--- src/rtl/cla_pipe_if.sv ---
`default_nettype none
// ============================================================================
// Module      : cla_pipe_if
// Description : Operand/result handshake bundle for the pipelined CLA
//               adder/subtractor. The slave side is the adder; the master
//               side is the ALU sequencer / downstream consumer.
// Revision    : 1.0 - initial release
// ============================================================================
interface cla_pipe_if #(
  parameter int WIDTH = 32
);
  logic             in_valid;
  logic             out_ready_in;
  logic [WIDTH-1:0] in_x;
  logic [WIDTH-1:0] in_y;
  logic             in_carry;
  logic             in_sub;
  logic             out_valid;
  logic             in_ready;
  logic [WIDTH-1:0] out_sum;
  logic             out_carry;
  logic             out_overflow;
  logic             out_zero;
  logic             out_negative;

  modport slave (
    input  in_valid, in_x, in_y, in_carry, in_sub, in_ready,
    output out_ready_in, out_valid, out_sum, out_carry, out_overflow,
           out_zero, out_negative
  );

  modport master (
    output in_valid, in_x, in_y, in_carry, in_sub, in_ready,
    input  out_ready_in, out_valid, out_sum, out_carry, out_overflow,
           out_zero, out_negative
  );
endinterface
`default_nettype wire

--- src/rtl/cla_pipe.sv ---
`default_nettype none
// ============================================================================
// Module      : cla_pipe
// Description : Pipelined carry-lookahead adder/subtractor. One SEG-bit
//               segment is resolved per stage using 4-bit lookahead groups
//               and a second-level group lookahead; the segment carry is
//               registered into the next stage. Global-stall valid/ready.
// Revision    : 1.0 - initial release
// ============================================================================
module cla_pipe #(
  parameter int WIDTH = 32,  // multiple of SEG
  parameter int SEG   = 8    // multiple of 4
) (
  input  logic          in_clk,
  input  logic          in_reset,
  cla_pipe_if.slave     bus
);
  localparam int STAGES = WIDTH / SEG;
  localparam int GROUPS = SEG / 4;

  // Two-level lookahead add of one segment: returns {carry_out, sum}.
  // Every carry is a flat sum-of-products of generate/propagate terms.
  function automatic logic [SEG:0] seg_add(input logic [SEG-1:0] a,
                                           input logic [SEG-1:0] b,
                                           input logic           cin);
    logic [SEG-1:0]    g, p, c;
    logic [GROUPS-1:0] gg, gp;
    logic [GROUPS:0]   gc;
    logic              t;
    g = a & b;
    p = a ^ b;
    // Group generate / propagate for each 4-bit group
    for (int j = 0; j < GROUPS; j++) begin
      gg[j] = 1'b0;
      gp[j] = 1'b1;
      for (int i = 0; i < 4; i++) begin
        t = g[4*j+i];
        for (int l = i + 1; l < 4; l++) t = t & p[4*j+l];
        gg[j] = gg[j] | t;
        gp[j] = gp[j] & p[4*j+i];
      end
    end
    // Second level: carry into each group straight from group G/P and cin
    for (int j = 0; j <= GROUPS; j++) begin
      t = cin;
      for (int l = 0; l < j; l++) t = t & gp[l];
      gc[j] = t;
      for (int m = 0; m < j; m++) begin
        t = gg[m];
        for (int l = m + 1; l < j; l++) t = t & gp[l];
        gc[j] = gc[j] | t;
      end
    end
    // Bit carries inside each group from that group's carry-in
    for (int j = 0; j < GROUPS; j++) begin
      for (int i = 0; i < 4; i++) begin
        t = gc[j];
        for (int l = 0; l < i; l++) t = t & p[4*j+l];
        c[4*j+i] = t;
        for (int m = 0; m < i; m++) begin
          t = g[4*j+m];
          for (int l = m + 1; l < i; l++) t = t & p[4*j+l];
          c[4*j+i] = c[4*j+i] | t;
        end
      end
    end
    return {gc[GROUPS], p ^ c};
  endfunction

  logic             advance;
  logic             accept;
  logic [WIDTH-1:0] y_eff;
  logic             c0;

  assign advance          = ~bus.out_valid | bus.in_ready;
  assign accept           = bus.in_valid & advance;
  assign bus.out_ready_in = advance;
  assign y_eff            = bus.in_sub ? ~bus.in_y : bus.in_y;
  assign c0               = bus.in_sub | bus.in_carry;

  for (genvar k = 0; k < STAGES; k++) begin : g_stage
    localparam int LO = k * SEG;
    localparam int HI = LO + SEG - 1;

    logic [SEG-1:0] op_a, op_b;
    logic           cin, vin;
    logic [SEG:0]   r;
    logic [HI:0]    s_d, s_q;
    logic           v_d, v_q, c_d, c_q;

    assign r = seg_add(op_a, op_b, cin);

    if (k == 0) begin : g_head
      assign op_a = bus.in_x[SEG-1:0];
      assign op_b = y_eff[SEG-1:0];
      assign cin  = c0;
      assign vin  = accept;
      assign s_d  = r[SEG-1:0];
    end else begin : g_body
      assign op_a = g_stage[k-1].g_fwd.x_q[HI:LO];
      assign op_b = g_stage[k-1].g_fwd.y_q[HI:LO];
      assign cin  = g_stage[k-1].c_q;
      assign vin  = g_stage[k-1].v_q;
      assign s_d  = {r[SEG-1:0], g_stage[k-1].s_q};
    end

    // Next-state for the stage valid bit and the segment carry
    always_comb begin
      v_d = vin;
      c_d = r[SEG];
    end

    // Stage register: cleared on reset, frozen while stalled
    always_ff @(posedge in_clk) begin
      if (in_reset) begin
        v_q <= 1'b0;
        c_q <= 1'b0;
        s_q <= '0;
      end else if (advance) begin
        v_q <= v_d;
        c_q <= c_d;
        s_q <= s_d;
      end
    end

    // Unresolved upper segments of X and Y' ride along until their stage
    if (k < STAGES - 1) begin : g_fwd
      logic [WIDTH-1:HI+1] x_d, x_q, y_d, y_q;

      if (k == 0) begin : g_src_in
        assign x_d = bus.in_x[WIDTH-1:HI+1];
        assign y_d = y_eff[WIDTH-1:HI+1];
      end else begin : g_src_prev
        assign x_d = g_stage[k-1].g_fwd.x_q[WIDTH-1:HI+1];
        assign y_d = g_stage[k-1].g_fwd.y_q[WIDTH-1:HI+1];
      end

      // Operand skew registers, held with the rest of the stage
      always_ff @(posedge in_clk) begin
        if (in_reset) begin
          x_q <= '0;
          y_q <= '0;
        end else if (advance) begin
          x_q <= x_d;
          y_q <= y_d;
        end
      end
    end

    // Final stage derives the flags from the completed result
    if (k == STAGES - 1) begin : g_flags
      logic ovf_d, ovf_q, zero_d, zero_q, neg_d, neg_q;

      // Carry into the MSB equals a^b^sum at the MSB, so this is cin_msb ^ cout
      always_comb begin
        ovf_d  = op_a[SEG-1] ^ op_b[SEG-1] ^ r[SEG-1] ^ r[SEG];
        zero_d = ~|s_d;
        neg_d  = s_d[HI];
      end

      // Flag registers share reset and stall behaviour with the result
      always_ff @(posedge in_clk) begin
        if (in_reset) begin
          ovf_q  <= 1'b0;
          zero_q <= 1'b0;
          neg_q  <= 1'b0;
        end else if (advance) begin
          ovf_q  <= ovf_d;
          zero_q <= zero_d;
          neg_q  <= neg_d;
        end
      end
    end
  end

  assign bus.out_valid    = g_stage[STAGES-1].v_q;
  assign bus.out_sum      = g_stage[STAGES-1].s_q;
  assign bus.out_carry    = g_stage[STAGES-1].c_q;
  assign bus.out_overflow = g_stage[STAGES-1].g_flags.ovf_q;
  assign bus.out_zero     = g_stage[STAGES-1].g_flags.zero_q;
  assign bus.out_negative = g_stage[STAGES-1].g_flags.neg_q;
endmodule
`default_nettype wire

--- src/flat_wrapper.sv ---
// flat-port wrapper written by rule: the top's interface ports become plain ports
module cla_pipe_flat 
#(
  parameter int WIDTH = 32,                    
  parameter int SEG   = 8                    
)
  (in_clk, in_reset, bus_in_valid, bus_in_x, bus_in_y, bus_in_carry, bus_in_sub, bus_in_ready, bus_out_ready_in, bus_out_valid, bus_out_sum, bus_out_carry, bus_out_overflow, bus_out_zero, bus_out_negative);
  cla_pipe_if #(.WIDTH(WIDTH)) bus_i ();
  input  logic in_clk;
  input  logic in_reset;
  input wire logic [$bits(bus_i.in_valid)-1:0] bus_in_valid;
  input wire logic [$bits(bus_i.in_x)-1:0] bus_in_x;
  input wire logic [$bits(bus_i.in_y)-1:0] bus_in_y;
  input wire logic [$bits(bus_i.in_carry)-1:0] bus_in_carry;
  input wire logic [$bits(bus_i.in_sub)-1:0] bus_in_sub;
  input wire logic [$bits(bus_i.in_ready)-1:0] bus_in_ready;
  output wire logic [$bits(bus_i.out_ready_in)-1:0] bus_out_ready_in;
  output wire logic [$bits(bus_i.out_valid)-1:0] bus_out_valid;
  output wire logic [$bits(bus_i.out_sum)-1:0] bus_out_sum;
  output wire logic [$bits(bus_i.out_carry)-1:0] bus_out_carry;
  output wire logic [$bits(bus_i.out_overflow)-1:0] bus_out_overflow;
  output wire logic [$bits(bus_i.out_zero)-1:0] bus_out_zero;
  output wire logic [$bits(bus_i.out_negative)-1:0] bus_out_negative;
  assign bus_i.in_valid = bus_in_valid;
  assign bus_i.in_x = bus_in_x;
  assign bus_i.in_y = bus_in_y;
  assign bus_i.in_carry = bus_in_carry;
  assign bus_i.in_sub = bus_in_sub;
  assign bus_i.in_ready = bus_in_ready;
  assign bus_out_ready_in = bus_i.out_ready_in;
  assign bus_out_valid = bus_i.out_valid;
  assign bus_out_sum = bus_i.out_sum;
  assign bus_out_carry = bus_i.out_carry;
  assign bus_out_overflow = bus_i.out_overflow;
  assign bus_out_zero = bus_i.out_zero;
  assign bus_out_negative = bus_i.out_negative;
  cla_pipe #(.WIDTH(WIDTH), .SEG(SEG)) u_core (.in_clk(in_clk), .in_reset(in_reset), .bus(bus_i));
endmodule
--- config.mk ---
export PLATFORM = sky130hd
export DESIGN_NAME = cla_pipe_flat
export DESIGN_NICKNAME = d
export VERILOG_FILES = /design/src/rtl/cla_pipe_if.sv /design/src/rtl/cla_pipe.sv /design/src/flat_wrapper.sv
export SDC_FILE = /design/constraint.sdc
export NUM_CORES = 1
export LEC_CHECK = 0
export CAP_MARGIN = 25
export CORE_ASPECT_RATIO = 1.25
export CORE_UTILIZATION = 55
export CTS_CLUSTER_SIZE = 30
export DETAILED_ROUTE_END_ITERATION = 8
export GPL_TIMING_DRIVEN = 0
export PLACE_DENSITY = 0.8
export REMOVE_ABC_BUFFERS = 1
export SETUP_SLACK_MARGIN = 0.3
export SLEW_MARGIN = 0
export SYNTH_ARGS = -nofsm -noshare
export SYNTH_HDL_FRONTEND = slang
export SYNTH_SLANG_ARGS = --single-unit
--- constraint.sdc ---
create_clock -name in_clk -period 4.5 [get_ports in_clk]
set_input_delay 1.125 -clock in_clk [delete_from_list [all_inputs] [get_ports in_clk]]
set_output_delay 1.125 -clock in_clk [all_outputs]
set_load 0.02 [all_outputs]
==> summary.md <==
| Metric | Value |
|---|---|
| Worst Hold Path EP | `u_core.g_stage[1].s_q[2]` |
| Post-DP HPWL | `just over 10 mm` |
| Status | `finished clean` |
| Max VDD drop | `around 0.32 mV` |
| Finished Cell Area | `a little under 10000 um^2` |
| Hold path depth | `2` |
| Final setup margin | `0.508 ns` |
| Critical path arrival | `between 2 and 3 ns` |
| Layout Nets | `about 1200` |
| Number of fill cells | `roughly 1200` |
| GRT Overall Usage | `0.239` |
| Max Slew Vio Count | `0` |
| Clock power share | `0.388` |
| R2R cell count | `10` |
| TNS Setup | `0 ns` |
| Chip width | `110 um` |
| Worst-skew pair later-pin latency | `0.43 ns` |
| Worst Skew | `between 0.009 and 0.01 ns` |
| Leak | `between 3 and 4 nW` |
| Max_cap viols | `0` |
| Reg area | `3720 um^2` |
| Seq/Total Area, Yosys | `0.463` |
| Synthesized instance count | `983` |
| Synthesized flop and latch total | `between 150 and 200` |
| Mean Syn Cell Area | `about 8.2 um^2` |
| Residual DRC count | `0` |
| CTS root buffer | `clkbuf_16` |
| CP startpoint kind | `input port` |
| Synth Warn # | `0` |
| Routed Antenna Nets | `0` |
| Data required, critical path | `3.38 ns` |
| RSZ-0062 raised after global routing | `false` |
| CTS Buf Count | `17` |
| Die area | `around 15000 um^2` |
| Worst reg-to-reg setup slack | `~1.4 ns` |
| Routed length per placed instance | `13.8 um` |
| Crit share post-route | `0.887` |
| DP Area | `between 9000 and 10000 um^2` |
| Fmax | `roughly 250 MHz` |
| Commonest non-fill, non-tap cells in the layout | `286 x nand2_1, 186 x dfxtp_1, 157 x a21oi_1` |
| Hold Fails Final Rpt | `0` |
| Fraction of layout cells with a size suffix above 1 | `0.0487` |
| CP top delay family | `buffers and inverters` |
| Internal power | `2.81 mW` |
| Max FO, Critical Path | `between 50 and 60` |
| Crit-path max cell delay | `0.35 ns` |
| Critical path, cell by cell | `dlygate4sd2_1, nor2b_4, buf_12, buf_16, inv_16, buf_16, dlygate4sd2_1` |
| DR iter-0 viols | `around 360` |
| Rows | `about 50` |
| H-tree depth | `4` |
| Logic pwr share | `0.123` |
| Initial antenna violation count | `0` |
| Count of different cell masters after synthesis | `34` |
| First-pass GRT wire length | `about 28 mm` |
| CP endpoint kind | `output pin` |
| Hold Buf Count CTS | `0` |
| Slowest library cell on the worst path | `dlygate4sd2_1` |
| ANT cells | `0` |
| Cell Area, Synth | `8050 um^2` |
| Final min period | `approximately 4 ns` |
| Grt total ovfl | `0` |
| Hold/Removal Path Class | `register to register` |
| Area growth from synthesis to layout | `22.6%` |
| Vias in the first global route | `about 6100` |
| Place WS | `-0.713 ns` |
| Final Wtd Congestion | `approximately 0.8` |
| Worst slew pin tran | `0.803 ns` |
| Reg clk slew, reported paths | `0.06 ns` |
| Critical R2R Capture | `u_core.bus.out_zero` |
| CTS tree | `built` |
| IO buf count | `about 110` |
| Clock sink count | `between 150 and 200` |
| Pre-Repair DR Iteration Count | `5` |
| Crit path buffers/inverters | `6` |
| Slew HR | `0.462` |
| Seq pwr share | `0.489` |
| Critical path class | `input port to output pin` |
| Clk buf depth | `2` |
| Number of setup violations in the final report | `0` |
| Starting density of the core | `0.561` |
| PD cells | `around 380 nW/um^2` |
| P_sw | `between 0.9 and 1 mW` |
| WL final | `17.1 mm` |
| Io pins | `approximately 110` |
| Floorplan core area | `between 10000 and 15000 um^2` |
| Vias | `6671` |
| Worst r2r src | `u_core.g_stage[2].g_fwd.y_q[24]` |
| Commonest non-fill, non-tap cell in the layout | `nand2_1` |
| Hold path startpoint | `u_core.g_stage[1].s_q[2]` |
| Multi-input logic area | `~4000 um^2` |
| Switching Share | `0.245` |
| Largest net degree at the start of global routing | `around 130` |
| Via density | `around 5.4` |
| Final core utilization | `0.688` |
| Die Y-Extent | `around 140 um` |
## repair_timing
item,4_1_cts,5_1_grt
endpoints found under the hold margin,0,0
buffers inserted,1,0
endpoints found under the setup margin,1,0
gates resized for setup,6,0
## sequential cells by signal, indices dropped and copies added, names as in the netlist
register / cells
u_core.g_stage.g_fwd.x_q: 48
u_core.g_stage.g_fwd.y_q: 48
u_core.g_stage.s_q: 48
u_core.bus.out_sum: 31
u_core.g_stage.c_q: 3
u_core.g_stage.v_q: 3
u_core.bus.out_carry: 1
u_core.bus.out_negative: 1
u_core.bus.out_overflow: 1
u_core.bus.out_valid: 1
u_core.bus.out_zero: 1
## kinds of logic after synthesis
family / share of synthesized area
fa+ha+maj: 0.0821
compound gates: 0.164
flops: 0.463
simple gates: 0.192
buf+inv: 0.0414
xor+xnor: 0.0577
## layer usage
| layer | wire length [um] | vias up | track usage |
|---|---|---|---|
| met5 | 0 | - | 0 |
| met4 | 276 | 0 | 0.0804 |
| met3 | 550 | 18 | 0.0454 |
| met2 | 8900 | 122 | 0.418 |
| met1 | 7400 | 3131 | 0.291 |
| li1 | - | 3400 | - |
## Yosys cell counts
| cell | instances | area, um^2 |
|---|---|---|
| and4_1 | 1 | 8.76 |
| o211ai_1 | 1 | 7.51 |
| o31ai_2 | 1 | 12.5 |
| a21oi_1 | 157 | 786 |
| nand4_1 | 2 | 12.5 |
| nor3_1 | 9 | 45.0 |
| inv_2 | 1 | 3.75 |
| fa_1 | 8 | 160 |
| nand2b_1 | 8 | 50.1 |
| ha_1 | 40 | 500 |
| o21ai_0 | 24 | 120 |
| nor2_2 | 1 | 6.26 |
| buf_4 | 1 | 7.51 |
| dfxtp_1 | 186 | 3720 |
| a21o_1 | 7 | 52.6 |
| or3b_2 | 3 | 26.3 |
| nor2_1 | 50 | 188 |
| o21bai_1 | 1 | 7.51 |
| a211oi_1 | 37 | 278 |
| or2_2 | 1 | 6.26 |
| nand3b_1 | 7 | 52.6 |
| or4_1 | 1 | 7.51 |
| nand2_1 | 286 | 1070 |
| nor4_1 | 6 | 37.5 |
| xnor2_1 | 34 | 298 |
| inv_1 | 14 | 52.6 |
| or3_1 | 2 | 12.5 |
| o21a_1 | 6 | 45.0 |
| buf_2 | 20 | 100 |
| a221o_1 | 1 | 10.0 |
| clkbuf_1 | 34 | 128 |
| xor2_1 | 19 | 166 |
| buf_1 | 11 | 41.3 |
| nor2b_1 | 3 | 18.8 |
## power groups by stage
stage / combinational, mW / sequential [mW] / clock [mW]
5_1_grt: 0.515 / 1.84 / 1.53
3_3_place_gp: 0.450 / 1.86 / 0
6_report: 0.458 / 1.82 / 1.44
2_1_floorplan: 0.257 / 1.86 / 0
4_1_cts: 0.462 / 1.82 / 1.47
3_5_place_dp: 0.453 / 1.86 / 0
## stage by stage
| stage | instances | hold WS, ns | total power, mW |
|---|---|---|---|
| 2_1_floorplan | 917 | 0.426 | 2.12 |
| 3_3_place_gp | 1202 | 0.438 | 2.30 |
| 3_5_place_dp | 1208 | 0.443 | 2.31 |
| 4_1_cts | 1245 | 0.451 | 3.75 |
| 5_1_grt | 1245 | 0.465 | 3.88 |
| 6_report | 1245 | 0.449 | 3.72 |
## worst reg2reg max path: stages, from the launching register on
cell,delay (ns)
dfxtp_1,0.34
ha_1,0.33
a211oi_1,0.31
nor2_1,0.08
o21ai_0,0.16
nand2b_1,0.13
fa_1,0.57
nor4_1,0.25
nand4_1,0.14
or4_1,0.53
o31ai_2,0.18
## final cells by class
type                            count  area share
Timing Repair Buffer              115       0.126
Sequential cell                   186       0.377
Timing Repair inverter              1    0.000888
Clock inverter                     10     0.00926
Multi-Input combinational cell    718       0.407
Inverter                           15     0.00736
Clock buffer                       22      0.0491
Tap cell                          178      0.0226
## worst max-delay path by stage
stage / startpoint / to / cells after the start
after floorplan: bus_in_ready / bus_out_ready_in / 2
after global placement: bus_in_ready / bus_out_ready_in / 4
after detailed placement: bus_in_ready / bus_out_ready_in / 7
after CTS: bus_in_ready / bus_out_ready_in / 7
after global routing: bus_in_ready / bus_out_ready_in / 7
final: bus_in_ready / bus_out_ready_in / 7
Power figures use the tool's default switching activity.
